### src/rtl/friscv_dosador.sv
//==============================================================================
// friscv_dosador -- dose sequencer for the Frisc-V juice dispenser: arbitrates
// two juice requests, confirms the cup by measurement, runs one timed pump dose.
// Optional build macro FRISCV_PAUSA_EN: cup loss mid-dose pauses instead of aborting.
// Revision: 1.0
//==============================================================================
`timescale 1ns/1ps
`default_nettype none

module friscv_dosador #(
    parameter int DOSE_CICLOS    = 250000000,
    parameter int MEDIDA_CICLOS  = 5000000,
    parameter int TIMEOUT_CICLOS = 2500000
) (
    input  logic       i_clock,
    input  logic       i_reset,
    input  logic       i_liga,
    input  logic       i_pedido_suco_1,
    input  logic       i_pedido_suco_2,
    input  logic       i_copo_posicionado,
    input  logic       i_fim_medida,
    output logic       o_inicia_medida,
    output logic       o_ativa_bomba_1,
    output logic       o_ativa_bomba_2,
    output logic       o_pronto,
    output logic       o_sem_copo,
    output logic       o_erro,
    output logic [3:0] o_db_estado
);

    localparam int c_DOSE_W = $clog2(DOSE_CICLOS + 1);
    localparam int c_MED_W  = $clog2(MEDIDA_CICLOS + 1);
    localparam int c_TO_W   = $clog2(TIMEOUT_CICLOS + 1);

    localparam logic [c_DOSE_W-1:0] c_DOSE_ULT = c_DOSE_W'(DOSE_CICLOS - 1);
    localparam logic [c_MED_W-1:0]  c_MED_ULT  = c_MED_W'(MEDIDA_CICLOS - 1);
    localparam logic [c_TO_W-1:0]   c_TO_MAX   = c_TO_W'(TIMEOUT_CICLOS);

    typedef enum logic [3:0] {
        S_DESLIGADO = 4'h0,
        S_OCIOSO    = 4'h1,
        S_MEDE      = 4'h2,
        S_ESPERA    = 4'h3,
        S_DOSA      = 4'h4,
        S_PAUSA     = 4'h7,
        S_FIM       = 4'h8,
        S_ERRO      = 4'hE
    } t_estado;

    t_estado             r_estado;
    logic [1:0]          r_pendente;
    logic                r_ultimo;      // juice served last: 0 = juice 1, 1 = juice 2
    logic                r_sel;         // juice in service:  0 = juice 1, 1 = juice 2
    logic                r_aguarda;     // a measurement is outstanding
    logic [c_DOSE_W-1:0] r_dose_cnt;
    logic [c_MED_W-1:0]  r_med_cnt;
    logic [c_TO_W-1:0]   r_to_cnt;
    logic                r_inicia;
    logic [1:0]          r_bomba;
    logic                r_pronto;
    logic                r_sem_copo;
    logic                r_erro;

    logic [1:0] w_pend_novo;
    logic [1:0] w_sel_1h;
    logic [1:0] w_pend_limpo;
    logic       w_escolha;
    logic       w_dose_fim;
    logic       w_tick;
    logic       w_timeout;

    assign w_pend_novo  = r_pendente | {i_pedido_suco_2, i_pedido_suco_1};
    assign w_sel_1h     = r_sel ? 2'b10 : 2'b01;
    assign w_pend_limpo = w_pend_novo & ~w_sel_1h;
    // With both juices pending, alternate away from the one served last.
    assign w_escolha    = (&r_pendente) ? ~r_ultimo : r_pendente[1];
    assign w_dose_fim   = (r_dose_cnt == c_DOSE_ULT);
    assign w_tick       = (r_med_cnt == c_MED_ULT);
    assign w_timeout    = r_aguarda && (r_to_cnt == c_TO_MAX) && !i_fim_medida;

    always_ff @(posedge i_clock or posedge i_reset) begin
        if (i_reset) begin
            r_estado   <= S_DESLIGADO;
            r_pendente <= 2'b00;
            r_ultimo   <= 1'b1;
            r_sel      <= 1'b0;
            r_aguarda  <= 1'b0;
            r_dose_cnt <= '0;
            r_med_cnt  <= '0;
            r_to_cnt   <= '0;
            r_inicia   <= 1'b0;
            r_bomba    <= 2'b00;
            r_pronto   <= 1'b0;
            r_sem_copo <= 1'b0;
            r_erro     <= 1'b0;
        end else begin
            r_inicia   <= 1'b0;
            r_pronto   <= 1'b0;
            r_sem_copo <= 1'b0;
            r_bomba    <= 2'b00;
            r_erro     <= 1'b0;
            if (r_aguarda && r_to_cnt != c_TO_MAX)
                r_to_cnt <= r_to_cnt + 1'b1;
            if (r_estado != S_DESLIGADO)
                r_pendente <= w_pend_novo;

            if (i_liga) begin
                r_aguarda <= 1'b0;
                if (r_estado == S_DESLIGADO) begin
                    r_estado <= S_OCIOSO;
                end else begin
                    r_estado   <= S_DESLIGADO;
                    r_pendente <= 2'b00;
                end
            end else begin
                case (r_estado)
                    S_DESLIGADO: begin
                    end
                    S_OCIOSO: begin
                        if (|r_pendente) begin
                            r_sel     <= w_escolha;
                            r_estado  <= S_MEDE;
                            r_inicia  <= 1'b1;
                            r_aguarda <= 1'b1;
                            r_to_cnt  <= '0;
                        end
                    end
                    S_MEDE: r_estado <= S_ESPERA;
                    S_ESPERA: begin
                        if (i_fim_medida) begin
                            r_aguarda <= 1'b0;
                            if (i_copo_posicionado) begin
                                r_estado   <= S_DOSA;
                                r_bomba    <= w_sel_1h;
                                r_dose_cnt <= '0;
                                r_med_cnt  <= '0;
                            end else begin
                                r_estado   <= S_OCIOSO;
                                r_sem_copo <= 1'b1;
                                r_pendente <= w_pend_limpo;
                            end
                        end else if (w_timeout) begin
                            r_estado  <= S_ERRO;
                            r_erro    <= 1'b1;
                            r_aguarda <= 1'b0;
                        end
                    end
                    S_DOSA: begin
                        if (w_dose_fim) begin
                            r_estado  <= S_FIM;
                            r_pronto  <= 1'b1;
                            r_aguarda <= 1'b0;
                        end else begin
                            r_dose_cnt <= r_dose_cnt + 1'b1;
                            if (i_fim_medida && !i_copo_posicionado) begin
                                r_aguarda <= 1'b0;
`ifdef FRISCV_PAUSA_EN
                                r_estado  <= S_PAUSA;
                                r_med_cnt <= '0;
`else
                                r_estado   <= S_OCIOSO;
                                r_sem_copo <= 1'b1;
                                r_pendente <= w_pend_limpo;
`endif
                            end else if (w_timeout) begin
                                r_estado  <= S_ERRO;
                                r_erro    <= 1'b1;
                                r_aguarda <= 1'b0;
                            end else begin
                                r_bomba <= w_sel_1h;
                                if (i_fim_medida)
                                    r_aguarda <= 1'b0;
                                if (w_tick) begin
                                    r_inicia  <= 1'b1;
                                    r_aguarda <= 1'b1;
                                    r_to_cnt  <= '0;
                                    r_med_cnt <= '0;
                                end else begin
                                    r_med_cnt <= r_med_cnt + 1'b1;
                                end
                            end
                        end
                    end
`ifdef FRISCV_PAUSA_EN
                    S_PAUSA: begin
                        if (i_fim_medida && i_copo_posicionado) begin
                            r_aguarda <= 1'b0;
                            r_estado  <= S_DOSA;
                            r_bomba   <= w_sel_1h;
                            r_med_cnt <= '0;
                        end else if (w_timeout) begin
                            r_estado  <= S_ERRO;
                            r_erro    <= 1'b1;
                            r_aguarda <= 1'b0;
                        end else begin
                            if (i_fim_medida)
                                r_aguarda <= 1'b0;
                            if (w_tick) begin
                                r_inicia  <= 1'b1;
                                r_aguarda <= 1'b1;
                                r_to_cnt  <= '0;
                                r_med_cnt <= '0;
                            end else begin
                                r_med_cnt <= r_med_cnt + 1'b1;
                            end
                        end
                    end
`endif
                    S_FIM: begin
                        r_estado   <= S_OCIOSO;
                        r_pendente <= w_pend_limpo;
                        r_ultimo   <= r_sel;
                    end
                    S_ERRO:  r_erro   <= 1'b1;
                    default: r_estado <= S_DESLIGADO;
                endcase
            end
        end
    end

    assign o_inicia_medida = r_inicia;
    assign o_ativa_bomba_1 = r_bomba[0];
    assign o_ativa_bomba_2 = r_bomba[1];
    assign o_pronto        = r_pronto;
    assign o_sem_copo      = r_sem_copo;
    assign o_erro          = r_erro;
    assign o_db_estado     = r_estado;

endmodule

`default_nettype wire

### config.mk
export PLATFORM = sky130hd
export DESIGN_NAME = friscv_dosador
export DESIGN_NICKNAME = d
export VERILOG_FILES = /design/src/rtl/friscv_dosador.sv
export SDC_FILE = /design/constraint.sdc
export NUM_CORES = 1
export LEC_CHECK = 0
export CORE_MARGIN = 1.5
export CORE_UTILIZATION = 45
export DETAILED_ROUTE_END_ITERATION = 10
export GPL_TIMING_DRIVEN = 0
export SKIP_CTS_REPAIR_TIMING = 1
export SLEW_MARGIN = 15
export SYNTH_ARGS = -nofsm -noshare
export SYNTH_HDL_FRONTEND = slang
export SYNTH_SLANG_ARGS = --single-unit
### constraint.sdc
create_clock -name i_clock -period 7.4 [get_ports i_clock]
set_clock_uncertainty 0.1 [all_clocks]
set_input_delay 1.85 -clock i_clock [delete_from_list [all_inputs] [get_ports i_clock]]
set_output_delay 1.85 -clock i_clock [all_outputs]
set_load 0.01 [all_outputs]
==> flow_metrics.env, run 1 <==
export IMPL_p_total_w=0.00128
export IMPL_hold_viol=0
export IMPL_fmax_mhz=238
export IMPL_required_ns=7.58
export IMPL_ir_drop_mv=0.148
export IMPL_finalWorstSetupSlack_ns=3.20
export IMPL_slowest_delay_ns=0.61
export IMPL_setup_viol=0
export IMPL_synthTopCellsByArea="dfrtp_1 43%, xnor2_1 7.4%, nor2_1 6.2%"
export IMPL_end_kind="register"
export IMPL_core_um2=10900
export IMPL_antenna_left=0
export IMPL_hp_class="register to register"
export IMPL_synth_edf_count=0
export IMPL_fin_crit_ns=4.20
export IMPL_ys_seq_elements=88
export IMPL_dr_pass1_iters=5
export IMPL_slew_viol_final=0
export IMPL_totalWireLength_um=11800
export IMPL_drv_cap=0
export IMPL_grtUsageTotal=0.224
export IMPL_numPortBuffers=14
export IMPL_async_reset_ff_frac=1.00
export IMPL_timing_slew_headroom=0.453
export IMPL_cts_root_buf="clkbuf_16"
export IMPL_grt_start_max_net_pins=47
export IMPL_setup_tns_ns=0
export IMPL_start_kind="primary input"
export IMPL_tightest_slew_ns=0.814
export IMPL_critPathMaxFanout=10
export IMPL_power_leakage_nw=2.25
export IMPL_place_congestion=0.855
export IMPL_yosys_warnings=0
export IMPL_synthTopCellsByCount="87 x dfrtp_1, 84 x nor2_1, 43 x nand2_1, 43 x xnor2_1, 33 x nand3_1"
export IMPL_first_global_vias=4182
export IMPL_worstPathArrival_ns=4.38
export IMPL_viasPerCell=5.77
export IMPL_die_y_um=109
export IMPL_placed_area_um2=5430
export IMPL_p_per_area_nw_per_um2=223
export IMPL_area_growth_pct=13.1
export IMPL_cts_tree="done"
export IMPL_io_pins=17
export IMPL_postSynthCellCount=570
export IMPL_synth_most_common_cell="dfrtp_1"
export IMPL_syn_area_um2=5080
export IMPL_n_antenna_cell=0
export IMPL_htree_levels=3
export IMPL_crit_slowest_cell="or4b_1"
export IMPL_yosysUniqueCellTypes=64
export IMPL_grt_pass1_wl_um=20700
export IMPL_pre_cts_ws_ns=2.89
export IMPL_floorplan_initialDensity=0.465
export IMPL_fp_row_count=38
export IMPL_yosysTopAreaCell="dfrtp_1"
export IMPL_finalCritPeriodShare=0.567
export IMPL_postLayoutCellArea_um2=5750
export IMPL_path_clk_slew_ns=0.06
export IMPL_vias=4275
export IMPL_overflow=0
export IMPL_wire_per_inst_um=16.0
export IMPL_ys_seq_area_frac=0.434
export IMPL_grt_setup_unrepaired="no"
export IMPL_drtIter0Drc=298
export IMPL_critPathKind="primary input to register"
export IMPL_outcome="finished clean"
export IMPL_fin_hold_ws_ns=0.403
export IMPL_syn_avg_cell_area_um2=8.92
export IMPL_synth_ff_type="dfrtp_1"
export IMPL_layout_nets=607
export IMPL_die_area_um2=11900
export IMPL_cts_sinks=88
export IMPL_hpwl_um=8350
export IMPL_fp_dieW_um=109
export IMPL_antenna_found_initial=0
export IMPL_final_layout_size_suffix_gt1_frac=0.0932
export IMPL_cts_max_path_buffers=2
export IMPL_synth_nets=581
export IMPL_yosysTopAreaCellShare=0.428
export IMPL_numCtsBuffers=9
export IMPL_insertion_delay_ns=0.35
export IMPL_drc=0
export IMPL_cp_cell_sequence="clkdlybuf4s50_1 > nand2b_1 > o21ai_0 > or4b_1 > buf_2 > or3_1 > a21oi_2"
==> kinds of logic after synthesis <==
| family | after synthesis | share of synthesized area |
|---|---|---|
| flip-flops | 88 | 0.434 |
| buffers and inverters | 46 | 0.0433 |
| XOR/XNOR | 48 | 0.0827 |
| multiplexers | 2 | 0.00419 |
| AO/OA/AOI/OAI | 88 | 0.117 |
| AND/OR/NAND/NOR | 294 | 0.309 |
| adder cells (fa/ha/maj) | 4 | 0.00985 |
==> state kept, by name (all words and copies together) (netlist names) <==
signal,count
o_db_estado,4
r_aguarda,1
o_erro,1
r_bomba,2
r_sel,1
r_med_cnt,23
o_pronto,1
r_ultimo,1
o_inicia_medida,1
o_sem_copo,1
r_to_cnt,22
r_pendente,2
r_dose_cnt,28
==> through the flow <==
step,util,cells
2_1_floorplan,-,570
3_3_place_gp,0.494,724
3_5_place_dp,0.496,725
4_1_cts,0.526,741
5_1_grt,0.526,741
6_report,0.526,741
==> cell type report <==
| class | count | area, um^2 |
|---|---|---|
| Tap cell | 140 | 175 |
| Fill cell | 1025 | 5190 |
| Timing Repair Buffer | 15 | 168 |
| Clock inverter | 7 | 95.1 |
| Inverter | 16 | 62.6 |
| Clock buffer | 9 | 225 |
| Multi-Input combinational cell | 436 | 2660 |
| Sequential cell | 88 | 2200 |
| Buffer | 30 | 160 |
==> critical path, delay by kind of cell <==
family	cells	cell delay, ns
compound gates	2	0.48
buf+inv	2	0.77
simple gates	3	1.28
==> path summary, 6_finish.rpt <==
| path | start | end | slack (ns) | cells past startpoint |
|---|---|---|---|---|
| min in group asynchronous | i_reset | r_pendente[0] | 1.82 | 2 |
| worst max-delay path | i_copo_posicionado | r_med_cnt[16] | 3.20 | 7 |
| worst min-delay path | r_ultimo | r_ultimo | 0.40 | 2 |
| worst max register to register | o_db_estado[3] | r_med_cnt[17] | 4.36 | 8 |
| worst min register to register | r_ultimo | r_ultimo | 0.40 | 2 |
| max in group asynchronous | i_reset | r_dose_cnt[12] | 4.77 | 3 |
==> per-layer routing <==
metal / vias up / part of all wire / GRT usage
li1: 2105 / - / -
met1: 2066 / 0.49 / 0.309
met2: 86 / 0.45 / 0.344
met3: 18 / 0.039 / 0.0496
met4: 0 / 0.020 / 0.0844
met5: - / 0 / 0
==> power by group <==
group / total, W / switching, W / internal, W
clock: 0.000496 / 0.000200 / 0.000296
combinational: 0.000166 / 0.0000875 / 0.0000786
sequential: 0.000620 / 0.0000760 / 0.000544
total: 0.00128 / 0.000364 / 0.000919
==> placed cells by master (no fill, tap or decap), types with 4 or more instances in the layout <==
master,synthesis,final
a21oi_1,17,17
a21oi_2,9,9
and3_1,10,10
and4_1,5,5
buf_2,5,5
buf_4,5,5
clkbuf_1,17,17
clkbuf_16,0,9
clkdlybuf4s50_1,0,14
dfrtp_1,87,87
ha_1,4,4
inv_1,16,15
nand2_1,43,43
nand2b_1,6,6
nand3_1,33,33
nand3b_1,4,4
nand4_1,18,18
nor2_1,84,84
nor2b_1,6,6
nor3_1,17,17
nor4_1,29,29
nor4b_1,5,5
o21ai_0,24,24
o31ai_1,12,12
or3_1,10,10
xnor2_1,43,43
xor2_1,5,5
No activity file was read; power rests on OpenSTA's default activity.
==> run 2: changes to the inputs <==
==> constraint.sdc (replaced) <==
create_clock -name i_clock -period 3.47 [get_ports i_clock]
set_clock_uncertainty 0.1 [all_clocks]
set_input_delay 0.8675 -clock i_clock [delete_from_list [all_inputs] [get_ports i_clock]]
set_output_delay 0.8675 -clock i_clock [all_outputs]
set_load 0.01 [all_outputs]
==> results of run 2 <==
Same layout as run 1 (identical final DEF). Status: finished clean.
Among the figures that moved: setup slack after placement 2.89 ns -> -0.0529 ns; setup slack after layout 3.20 ns -> 0.256 ns; register-to-register setup slack 4.36 ns -> 0.43 ns; total power 0.00128 W -> 0.00274 W; worst IR drop on VDD 0.148 mV -> 0.315 mV
==> run 3: changes to the inputs <==
--- a/config.mk
+++ b/config.mk
@@ -5,6 +5,8 @@
 export SDC_FILE = /design/constraint.sdc
 export NUM_CORES = 1
 export LEC_CHECK = 0
+export ABC_AREA = 0
+export ABC_CLOCK_PERIOD_IN_PS = 3470
 export CORE_MARGIN = 1.5
 export CORE_UTILIZATION = 45
 export DETAILED_ROUTE_END_ITERATION = 10
==> results of run 3 <==
Same layout as run 1 (identical final DEF). Status: finished clean.
Among the figures that moved: setup slack after placement 2.89 ns -> -0.0529 ns; setup slack after layout 3.20 ns -> 0.256 ns; register-to-register setup slack 4.36 ns -> 0.43 ns; total power 0.00128 W -> 0.00274 W; worst IR drop on VDD 0.148 mV -> 0.315 mV
==> variant 1: new RTL, flow settings as in run 3 <==
Compare `r_med_cnt` against `c_MED_ULT` with >= in place of ==.
--- a/src/rtl/friscv_dosador.sv
+++ b/src/rtl/friscv_dosador.sv
@@ -75,7 +75,7 @@
     // With both juices pending, alternate away from the one served last.
     assign w_escolha    = (&r_pendente) ? ~r_ultimo : r_pendente[1];
     assign w_dose_fim   = (r_dose_cnt == c_DOSE_ULT);
-    assign w_tick       = (r_med_cnt == c_MED_ULT);
+    assign w_tick       = (r_med_cnt >= c_MED_ULT);
     assign w_timeout    = r_aguarda && (r_to_cnt == c_TO_MAX) && !i_fim_medida;
 
     always_ff @(posedge i_clock or posedge i_reset) begin
Check against the original RTL: no difference found for any inputs over 10 cycles, from zero or initial values and one cycle with i_reset high; that may be too few to reach the edited logic, so the function may still have changed.
==> variant 1 against run 3 <==
  * Design area down 2.9%
  * Synthesized area down 0.94%
  * Routed wire length up 4.3%
  * Maximum frequency up 0.25%
  * Sequential cell count unchanged
  * Worst setup slack better by 0.0080 ns
  * Critical endpoint is now r_med_cnt[19]$_DFFE_PP0P_
  * Largest cell class unchanged
  * Highest routed layer unchanged
Power is not compared: it rests on default switching activity, and its combinational part moved more than twofold at a synthesized area within 25%.
==> variant 1: results (changes against run 3) <==
----------------------------------------------------
[Outcome]
  Result of the run ... finished clean

[Power]
  Max VDD drop ... about 0.23 mV
  Static leakage ... 2.224 nW

[Synth]
  Count of unique library cells instantiated by Yosys ... 63 (-1.6%)
  Post-Syn Nets ... 581 (unchanged)
  Ys flop type ... sky130_fd_sc_hd__dfrtp_1
  Leading post-synthesis cells by cell area ... sky130_fd_sc_hd__dfrtp_1 43%, sky130_fd_sc_hd__nor2_1 5.4%, sky130_fd_sc_hd__nand2_1 4.4%, sky130_fd_sc_hd__o21ai_0 3.5%, sky130_fd_sc_hd__xnor2_1 3.5%
  Post-Syn Area per Cell ... 8.833 µm² (-0.94%)
  Most frequent cells after synthesis ... 87 x sky130_fd_sc_hd__dfrtp_1, 72 x sky130_fd_sc_hd__nor2_1, 59 x sky130_fd_sc_hd__nand2_1
  Post-synth ARST share ... 100.0% (unchanged)
  Count of warnings emitted by yosys ... 0 (unchanged)
  Portion of the post-synthesis area used by sequential elements ... 43.76% (+0.41 points)

[Setup path]
  Cell family contributing the most delay on the critical path ... simple AND/OR/NAND/NOR gates
  Slowest cell on the critical path ... sky130_fd_sc_hd__clkdlybuf4s50_1
  Largest fanout on the critical path ... 10 (unchanged)
  Critical path arrival ... 3.33 ns (-0.07 ns)
  Slowest Stage Delay on Critical Path ... 0.64 ns (+0.03 ns)

[Timing]
  Transition time at the pin with the least slew margin ... 1.072 ns (+0.2581 ns)

[GRT]
  Global-route wire length before repair ... 20,940 µm (+1.4%)
  Global router's overall resource usage ... 22.92% (+0.51 points)
  Initial antenna violation count ... 0 (unchanged)
  Largest net degree at the start of global routing ... 47 (unchanged)
  Number of global-route vias before repair ... 4,185 (+0.072%)

[Clocking]
  Deepest clock path buffer count ... 2 (unchanged)
  CTS clock-pin slew for the worst setup and hold paths ... 0.08 ns (+0.02 ns)
  Maximum level of the CTS H-tree ... 3 (unchanged)
  Clk Latency, worst-skew pair ... 0.37 ns (+0.02 ns)
  Number of clock buffers inserted by TritonCTS ... 9 (unchanged)
  Root buffer cell ... sky130_fd_sc_hd__clkbuf_8

[Drt]
  Final routed wirelength across all metal layers ... 12,350 µm (+4.3%)
  First drt pass iteration count ... 5 (unchanged)
  1st-iter DRT viols ... 290 (-2.7%)
  Total number of vias ... 4,354 (+1.8%)
  Post-detailed-route wirelength per cell ... 16.64 µm (+4.1%)

[Placed design]
  Count of input and output buffers ... 15 (+1)
  Detailed Place HPWL ... 8728 µm (+4.5%)
  GPL Wtd Cong ... 0.9113 (+6.6%)
  Placed cell count ... 726 (+0.14%)

[Cells and area]
  Antenna cell count ... 0 (unchanged)
  Largest registers ... r_dose_cnt (28), r_med_cnt (23), r_to_cnt (22)
  Filler cells ... 1,072 (+4.6%)
  Fraction of layout cells with a size suffix above 1 ... 6.478% (-2.8 points)
  NumNets Final ... 608 (+0.16%)

[Hold path]
  Min-delay worst type ... flop to flop

----------------------------------------------------
[variant 1: final cells by class]
| class | count | share of cell area, % |
|---|---|---|
| multi-input combinational | 447 | 48.17 |
| sequential | 88 | 39.49 |
| clock buffer | 16 | 3.229 |
| timing repair buffer | 16 | 3.185 |
| tap | 140 | 3.140 |
| buffer | 24 | 1.996 |
| inverter | 11 | 0.7849 |
[variant 1: final timing paths]
| kind | start | to | depth (start not counted) | slack (ns) |
|---|---|---|---|---|
| worst max register to register | r_med_cnt[0]$_DFFE_PP0P_ | r_med_cnt[19]$_DFFE_PP0P_ | 8 | 0.61 |
| min in group asynchronous | i_reset | r_med_cnt[18]$_DFFE_PP0P_ | 2 | 0.81 |
| max in group asynchronous | i_reset | r_ultimo$_DFFE_PP1P_ | 3 | 1.77 |
| worst min-delay path | r_to_cnt[21]$_DFF_PP0_ | r_to_cnt[21]$_DFF_PP0_ | 2 | 0.44 |
| worst min register to register | r_to_cnt[21]$_DFF_PP0_ | r_to_cnt[21]$_DFF_PP0_ | 2 | 0.44 |
| worst max-delay path | i_fim_medida | r_med_cnt[19]$_DFFE_PP0P_ | 7 | 0.26 |
[variant 1: logic make-up after synthesis]
kind of cell,count (synthesis),share of synthesized area [%]
simple gates,287,29.62
fa+ha+maj,4,0.9941
buf+inv,35,3.032
flops,88,43.76
xor+xnor,39,6.784
compound gates,117,15.81
[variant 1: per-stage QoR]
stage	TNS (ns)	worst slack, ns	area (µm²)
finish	0	0.2637	5579
global route	0	0.08768	5579
CTS	0	0.007448	5570
detailed placement	-4.303	-0.3947	5390
global placement	-116.32	-1.291	5360
floorplan	0	0.2256	5035
[variant 1: layer usage]
metal | up-vias | GRT usage [%] | part of all wire, %
met5 | - | 0 | 0
met4 | 0 | 9.868 | 1.7
met3 | 17 | 3.586 | 3.5
met2 | 89 | 35.71 | 46
met1 | 2120 | 31.62 | 49
li1 | 2128 | - | -
[variant 1: worst min-delay path, cell delays in order, from the launching register on]
cell and delay, ns:
sky130_fd_sc_hd__dfrtp_1 0.36, sky130_fd_sc_hd__xor2_1 0.07, sky130_fd_sc_hd__nor2_1 0.07
[variant 1: where the power goes]
part	internal (mW)	leakage [nW]	switching, mW
Sequential	1.22	1.18	0.205
Combinational	0.341	0.952	0.439
Clock	0.321	0.0910	0.355
==> variant 2: new RTL, config.mk and constraints of run 3 <==
Without the edit above. The option `FRISCV_PAUSA_EN` is turned on by a define.
--- a/src/rtl/friscv_dosador.sv
+++ b/src/rtl/friscv_dosador.sv
@@ -6,6 +6,8 @@
 //==============================================================================
 `timescale 1ns/1ps
 `default_nettype none
+
+`define FRISCV_PAUSA_EN
 
 module friscv_dosador #(
     parameter int DOSE_CICLOS    = 250000000,
Behaviour: no difference found for any inputs over 4 cycles, from zero or initial values and one cycle with i_reset high; that may be too few to reach the edited logic, so the function may still have changed.
==> variant 2 against run 3 <==
  * Total power increased by 1.5%
  * Maximum frequency decreased by 0.46%
  * Utilization decreased by 0.75 points
  * Register-to-register slack better by 0.18 ns
  * Routed wire length up 8.7%
  * Worst setup slack lost 0.015 ns
  * Design area increased by 2.0%
  * Synthesized area is 2.3% higher
  * Sequential cell count is the same
  * Highest routed layer unchanged
==> variant 2: results (changes against run 3) <==
----------------------------------------------------
[Outcome]
  Result of the run ... finished clean

[Setup path]
  Slowest Stage Delay on Critical Path ... 0.55 ns (-0.06 ns)
  Critical path arrival ... 3.35 ns (-0.05 ns)
  Slowest cell on the critical path ... sky130_fd_sc_hd__nor2_1
  Critical register-to-register path endpoint ... r_dose_cnt[4]$_DFFE_PP0P_

[GRT]
  Global-route wire length before repair ... 22,250 µm (+7.7%)
  Number of global-route vias before repair ... 4,500 (+7.6%)
  Global router's overall resource usage ... 22.19% (-0.22 points)

[Synth]
  Number of instances in the synthesized netlist ... 584 (+2.5%)
  Most frequent cells after synthesis ... 87 x sky130_fd_sc_hd__dfrtp_1, 65 x sky130_fd_sc_hd__nor2_1, 46 x sky130_fd_sc_hd__nand2_1
  Mapped Area ... 0.005197 mm² (+2.3%)
  Post-Syn Nets ... 595 (+2.4%)
  Count of unique library cells instantiated by Yosys ... 70 (+9.4%)
  Leading post-synthesis cells by cell area ... sky130_fd_sc_hd__dfrtp_1 42%, sky130_fd_sc_hd__nor2_1 4.7%, sky130_fd_sc_hd__o21ai_0 3.9%, sky130_fd_sc_hd__nand3_1 3.6%, sky130_fd_sc_hd__nand2_1 3.3%

[Placed design]
  Count of input and output buffers ... 16 (+2)
  GPL Wtd Cong ... 0.9445 (+11%)
  Placed cell count ... 744 (+2.6%)

[Cells and area]
  Fraction of layout cells with a size suffix above 1 ... 7.780% (-1.5 points)

[Hold path]
  Hold endpoint ... r_bomba[0]$_DFF_PP0_
  Number of cells traversed by the worst hold path ... 1 (-1)

[Power]
  Max VDD drop ... 0.2572 mV (-18%)
  Static leakage ... 2.375 nW (+5.6%)

[Timing]
  Transition time at the pin with the least slew margin ... 0.9272 ns (+0.1137 ns)

[Drt]
  1st-iter DRT viols ... 376 (+26%)
  Routed vias/inst ... 6.051 (+4.9%)

----------------------------------------------------
==> variant 2: cell count changes after synthesis, moves of 6 or more <==
| cell | change |
|---|---|
| sky130_fd_sc_hd__xnor2_1 | -27 |
| sky130_fd_sc_hd__nor4_1 | -20 |
| sky130_fd_sc_hd__nor2_1 | -19 |
| sky130_fd_sc_hd__o21ai_0 | +16 |
| sky130_fd_sc_hd__xor2_1 | +12 |
| sky130_fd_sc_hd__a21oi_1 | +10 |
| sky130_fd_sc_hd__a21oi_2 | -9 |
| sky130_fd_sc_hd__or4_1 | +8 |
| sky130_fd_sc_hd__a22o_1 | +7 |
| sky130_fd_sc_hd__a22oi_1 | +7 |
| sky130_fd_sc_hd__o31a_1 | +6 |
==> variant 2: worst max-delay path by stage <==
stage	start	to	slack [ns]	depth (start not counted)
floorplan	i_reset	o_db_estado[0]$_DFFE_PP0P_	0.23	1
global placement	i_reset	r_med_cnt[19]$_DFFE_PP0P_	-1.26	2
detailed placement	i_fim_medida	r_med_cnt[0]$_DFFE_PP0P_	-0.28	7
CTS	i_fim_medida	r_med_cnt[0]$_DFFE_PP0P_	0.07	7
global route	i_liga	r_dose_cnt[14]$_DFFE_PP0P_	0.02	7
finish	i_liga	r_dose_cnt[18]$_DFFE_PP0P_	0.24	7
==> variant 2: cell families (layout without fill, tap and decap cells) <==
family / after synthesis / after routing / share of synthesized area, %
flops: 88 / 88 / 42.39
compound gates: 147 / 147 / 19.36
mux: 4 / 4 / 0.8185
simple gates: 258 / 258 / 26.60
fa+ha+maj: 4 / 4 / 0.9630
xor+xnor: 33 / 33 / 5.561
buf+inv: 50 / 83 / 4.309
==> variant 2: metrics by stage <==
step           utilization [%]  worst slack [ns]  hold slack [ns]  area [µm²]
3_5_place_dp             49.10           -0.2776           0.4165        5559
2_1_floorplan                -            0.2256           0.3568        5197
3_3_place_gp             48.91            -1.258           0.4080        5537
6_report                 51.81            0.2407           0.4227        5866
4_1_cts                  51.76           0.07185           0.4281        5859
5_1_grt                  51.81           0.01857           0.4452        5866
==> variant 2: layer usage <==
metal,vias to the layer above,track usage (%),part of all wire (%)
met3,17,3.952,4.7
met2,115,33.91,45
met4,0,8.547,1.5
met1,2243,31.42,48
met5,-,0,0
li1,2224,-,-
==> variant 2: area by class of cell <==
class	count	area [µm²]
Buffer	29	145.1
Clock buffer	13	260.3
Clock inverter	3	40.04
Fill cell	1085	5455
Inverter	21	81.33
Multi-Input combinational cell	446	2776
Sequential cell	88	2203
Tap cell	143	178.9
Timing Repair Buffer	17	180.2
==> variant 2: report_power, final <==
| group | internal, mW | switching, mW |
|---|---|---|
| logic | 0.206 | 0.295 |
| registers | 1.14 | 0.125 |
| clock network | 0.596 | 0.410 |
| total | 1.95 | 0.830 |
